==> src/rtl/dpr_fifo_ctrl.sv <==
// -----------------------------------------------------------------------------
// dpr_fifo_ctrl
// Synchronous FIFO controller in front of a 4096 x 8 true dual-port RAM.
// RAM port 0 is the write port, port 1 is the read port. The read side is
// first-word-fall-through: m_data is the RAM's registered port-1 read data,
// addressed one cycle ahead with rd_ptr_nxt.
//
// Optional feature macro: DPR_FIFO_HWM_EN
//   When defined, adds output hwm, the highest occupancy seen since rst.
// -----------------------------------------------------------------------------
`timescale 1ns/1ps

module dpr_fifo_ctrl #(
   parameter int DATA_W = 8,
   parameter int ADDR_W = 12
) (
   input  logic              clk,
   input  logic              rst,
   // upstream (write) side
   input  logic              s_valid,
   output logic              s_ready,
   input  logic [DATA_W-1:0] s_data,
   // downstream (read) side
   output logic              m_valid,
   input  logic              m_ready,
   output logic [DATA_W-1:0] m_data,
   // occupancy
   output logic [ADDR_W:0]   count,
   output logic              full,
   output logic              empty,
   // RAM port 0 (write)
   output logic              ram_wr_en_0,
   output logic [ADDR_W-1:0] ram_addr_0,
   output logic [DATA_W-1:0] ram_in_0,
   // RAM port 1 (read)
   output logic              ram_wr_en_1,
   output logic [ADDR_W-1:0] ram_addr_1,
   input  logic [DATA_W-1:0] ram_out_1
`ifdef DPR_FIFO_HWM_EN
   ,
   output logic [ADDR_W:0]   hwm
`endif
);

   // Occupancy value that means "every RAM word holds unread data".
   localparam logic [ADDR_W:0] DEPTH = {1'b1, {ADDR_W{1'b0}}};
   localparam logic [ADDR_W:0] ONE   = {{ADDR_W{1'b0}}, 1'b1};

   // Pointers carry one extra wrap bit above the RAM address.
   logic [ADDR_W:0] wr_ptr;
   logic [ADDR_W:0] rd_ptr;
   logic [ADDR_W:0] rd_ptr_nxt;
   logic [ADDR_W:0] count_nxt;
   logic            push;
   logic            pop;

   // Status decoded from the registered count only, so s_ready never depends
   // combinationally on the downstream handshake.
   assign full    = (count == DEPTH);
   assign empty   = (count == '0);
   assign s_ready = ~full;

   assign push = s_valid & s_ready;
   assign pop  = m_valid & m_ready;

   // The read address runs one word ahead on a pop so the RAM's registered
   // output already holds the next word after the same edge.
   assign rd_ptr_nxt = pop ? (rd_ptr + ONE) : rd_ptr;

   // RAM port wiring. Port 1 never writes.
   assign ram_wr_en_0 = push;
   assign ram_addr_0  = wr_ptr[ADDR_W-1:0];
   assign ram_in_0    = s_data;
   assign ram_wr_en_1 = 1'b0;
   assign ram_addr_1  = rd_ptr_nxt[ADDR_W-1:0];
   assign m_data      = ram_out_1;

   // Next occupancy from this cycle's push and pop.
   always_comb begin
      // NOTE: assigning a default first keeps every path driven, so no latch
      // is inferred when neither branch below matches.
      count_nxt = count;
      unique case ({push, pop})
         2'b10:   count_nxt = count + ONE;
         2'b01:   count_nxt = count - ONE;
         default: count_nxt = count;
      endcase
   end

   // Pointer, occupancy and output-valid registers.
   always_ff @(posedge clk) begin
      // NOTE: sequential state uses non-blocking assignments so every register
      // samples the pre-edge values regardless of statement order.
      if (rst) begin
         wr_ptr  <= '0;
         rd_ptr  <= '0;
         count   <= '0;
         m_valid <= 1'b0;
      end else begin
         if (push) begin
            wr_ptr <= wr_ptr + ONE;
         end
         rd_ptr  <= rd_ptr_nxt;
         count   <= count_nxt;
         // The RAM read issued at this edge returns pre-edge contents, so only
         // words committed before this edge (below the old wr_ptr) are readable.
         m_valid <= (wr_ptr != rd_ptr_nxt);
      end
   end

   // NOTE: the RAM array itself is never cleared; after rst any stale
   // ram_out_1 is masked because m_valid restarts at 0.

`ifdef DPR_FIFO_HWM_EN
   // High-water mark of occupancy since the last rst.
   always_ff @(posedge clk) begin
      if (rst) begin
         hwm <= '0;
      end else if (count_nxt > hwm) begin
         hwm <= count_nxt;
      end
   end
`endif

   // Handshake invariants of the streaming interfaces.
   a_count_range : assert property (@(posedge clk) disable iff (rst)
      count <= DEPTH);
   a_no_push_full : assert property (@(posedge clk) disable iff (rst)
      full |-> !ram_wr_en_0);
   a_valid_held : assert property (@(posedge clk) disable iff (rst)
      (m_valid && !m_ready) |=> m_valid);
   a_data_held : assert property (@(posedge clk) disable iff (rst)
      (m_valid && !m_ready) |=> $stable(m_data));

endmodule

==> config.mk <==
export PLATFORM = sky130hd
export DESIGN_NAME = dpr_fifo_ctrl
export DESIGN_NICKNAME = d
export VERILOG_FILES = /design/src/rtl/dpr_fifo_ctrl.sv
export SDC_FILE = /design/constraint.sdc
export NUM_CORES = 1
export LEC_CHECK = 0
export CAP_MARGIN = 5
export CORE_MARGIN = 2
export CORE_UTILIZATION = 49
export DETAILED_ROUTE_END_ITERATION = 8
export PLACE_DENSITY = 0.83
export SLEW_MARGIN = 20
export SYNTH_ARGS = -nofsm -noshare
export SYNTH_HDL_FRONTEND = slang
export SYNTH_SLANG_ARGS = --single-unit
==> constraint.sdc <==
create_clock -name clk -period 3.7 [get_ports clk]
set_input_delay 0.555 -clock clk [delete_from_list [all_inputs] [get_ports clk]]
set_output_delay 0.555 -clock clk [all_outputs]
set_load 0.02 [all_outputs]
==> flow_summary.toml <==
[sta]
setup_viol = 0
fmax_ghz = 0.297
hold_viol = 0
drv_slew = 0
finalCriticalPeriod_ps = 3370
rsz0062_at_grt = "false"
worst_pin_slew_ps = 735
fin_crit_sh = 0.911
slew_headroom = 0.509
setup_tns_ps = 0
clock_skew_ps = 8.32

[clock_tree]
cts_buffer_depth = 2
post_cts_buffers = 0
cts_root_buf = "clkbuf_8"
cts.clk_slew.worst_paths_ps = 90
clock_sinks = 40
cts_tree = "built"
insertion_delay_ps = 300
htreeDepth = 2
cts-buffers-inserted = 5

[floorplanning]
coreArea_um2 = 5820
die_h_um = 81.1
row_count = 28
io_pins = 79
initial_core_util = 0.501
die_x_um = 81.1
die-area_um2 = 6580

[global_routing]
grt_use_total = 0.205
antenna_found_initial = 0
grt_pass1_vias = 2327
grt_start_max_net_pins = 30
grt_overflow_total = 0
grt_first_pass_wirelength_mm = 10.5

[setup_path]
r2r_slack_ps = 330
r2r_cells = 11
arrival_ps = 3560
setup.worst_path.start = "count[0]$_SDFFE_PP0P_"
r2r-end = "count[12]$_SDFFE_PP0P_"
cp-end-kind = "flip-flop"
cp-start-kind = "flip-flop"
r2r-start = "count[0]$_SDFFE_PP0P_"
critPathCapture = "count[12]$_SDFFE_PP0P_"
cp_max_fo = 9
crit_type = "reg2reg"
cp_data_required_time_ps = 3890

[detailed_routing]
drc = 0
first_iter_violations = 97
drt_wl_total_mm = 6.48
first_pass_iters = 4
wire_per_inst_um = 14.8
drtAntennaViolNets = 0
viasPerCell = 5.66
vias = 2477

[power_and_ir_drop]
p_per_area_nw_per_um2 = 347
power.leakage_nw = 1.34
vdd_drop_max_mv = 0.207

[synthesis]
yosys.area.top_type_share = 0.275
synth-seq-cells = 40
postSynthAreaPerCell_um2 = 8.09
synth-edff-count = 0
ys.flop_type = "dfxtp_1"
syn_inst = 360
synth_area_leaders = "dfxtp_1 (27%), buf_4 (11%), xnor2_1 (8.4%)"
synth_area_leader_cell = "dfxtp_1"
ys_async_sr_fraction = 0
syn_nets = 395
synthTopCellsByCount = "buf_4 (41), dfxtp_1 (40), nor2_1 (38)"
yosysSeqAreaShare = 0.275
synth_cell_types = 54
synth_warnings = 0
synth.most_common_cell = "buf_4"
netlist_area_um2 = 2910

[status]
outcome = "completed"

[finish]
antennaDiodeCount = 0
area_delta_synth_final_pct = 11.6
layout-drive-gt1-share = 0.0551
nFillCells = 535
final_cell_count_no_fill = 438
fin_nets = 397

[placed_design]
dp_hpwl_mm = 4.77
port-buffer-count = 45
dp_cells = 430
gp_congestion = 0.958

[flow_run]
drv_cap = 0

[hold_path]
hp-class = "reg2reg"
cells by family (layout without fill, tap and decap cells):
family                     after synthesis  after routing  synth area share
AOI/OAI and AO/OA                       54             54             0.126
xor gates and xnor gates                39             39             0.122
adders and majority gates               16             16            0.0704
buffers and inverters                   71             74             0.145
DFF                                     40             40             0.275
muxes                                    6              6            0.0215
other                                    1              1           0.00129
and+or+nand+nor                        133            133             0.239
per-stage QoR:
stage / worst slack (ps) / hold WS [ps] / total power [mW] / cell area [µm²] / util
6_report: 331 / 551 / 1.13 / 3250 / 0.559
5_1_grt: 31.0 / 592 / 1.19 / 3250 / 0.559
4_1_cts: 131 / 541 / 1.13 / 3240 / 0.557
3_5_place_dp: 117 / 525 / 0.767 / 3130 / 0.537
3_3_place_gp: 240 / 507 / 0.760 / 3130 / 0.537
2_1_floorplan: 234 / 493 / 0.701 / 2910 / -
worst max-delay path: stages (launching register included):
cell,delay (ps)
dfxtp_1,380
nor4_2,380
nand4_1,250
nand2_1,200
ha_2,340
ha_1,310
a21o_1,170
a21oi_1,250
o21ai_1,150
a41oi_1,260
mux2i_1,230
mux2_1,330
timing repair:
item                       CTS  global route
setup endpoints to repair    0             4
hold buffers                 0             0
resized for setup            0             3
routing by layer:
metal / GRT usage / vias up / part of all wire / wire length, µm
li1: - / 1211 / - / -
met1: 0.249 / 1156 / 0.44 / 2850
met2: 0.347 / 92 / 0.48 / 3110
met3: 0.0378 / 18 / 0.056 / 364
met4: 0.100 / 0 / 0.024 / 154
met5: 0 / - / 0 / 0
report_power, final:
part           internal (mW)  switching, mW
Sequential             0.451         0.0326
Combinational          0.129          0.151
Clock                  0.200          0.165
cell usage in the layout, fill, tap and decap left out, types with 7 or more instances in the layout:
master           synthesis  layout
xor2_1                  10      10
nand2_1                 21      21
a21oi_1                 12      12
inv_1                   17      17
and2_1                   8       8
nand4_1                  7       7
clkdlybuf4s50_1          0      45
ha_1                    14      13
dfxtp_1                 40      40
xnor2_1                 28      28
a21o_1                   8       8
nor2_1                  38      38
nand3_1                 19      19
o21ai_0                  7       7
flip-flops by register name, indices dropped and copies added (netlist names):
name and count:
count 13, rd_ptr 13, wr_ptr 13, m_valid 1
worst min path at each step:
stage / startpoint / end / slack (ps) / cells after the start
floorplan: wr_ptr[10]$_SDFFE_PP0P_ / wr_ptr[10]$_SDFFE_PP0P_ / 490 / 2
global placement: count[5]$_SDFFE_PP0P_ / count[5]$_SDFFE_PP0P_ / 510 / 2
detailed placement: count[5]$_SDFFE_PP0P_ / count[5]$_SDFFE_PP0P_ / 530 / 2
CTS: count[5]$_SDFFE_PP0P_ / count[5]$_SDFFE_PP0P_ / 540 / 2
global route: count[5]$_SDFFE_PP0P_ / count[5]$_SDFFE_PP0P_ / 590 / 2
finish: count[10]$_SDFFE_PP0P_ / count[10]$_SDFFE_PP0P_ / 550 / 2
final cells by class:
cell class	count	area [µm²]	area share
clock buffer	5	68.8	0.0212
clock inverter	3	42.5	0.0131
inverter	18	67.6	0.0208
multi-input combinational	249	1710	0.524
sequential	40	801	0.246
tap	75	93.8	0.0289
timing repair buffer	48	473	0.145
(Power assumes the default switching activity.)
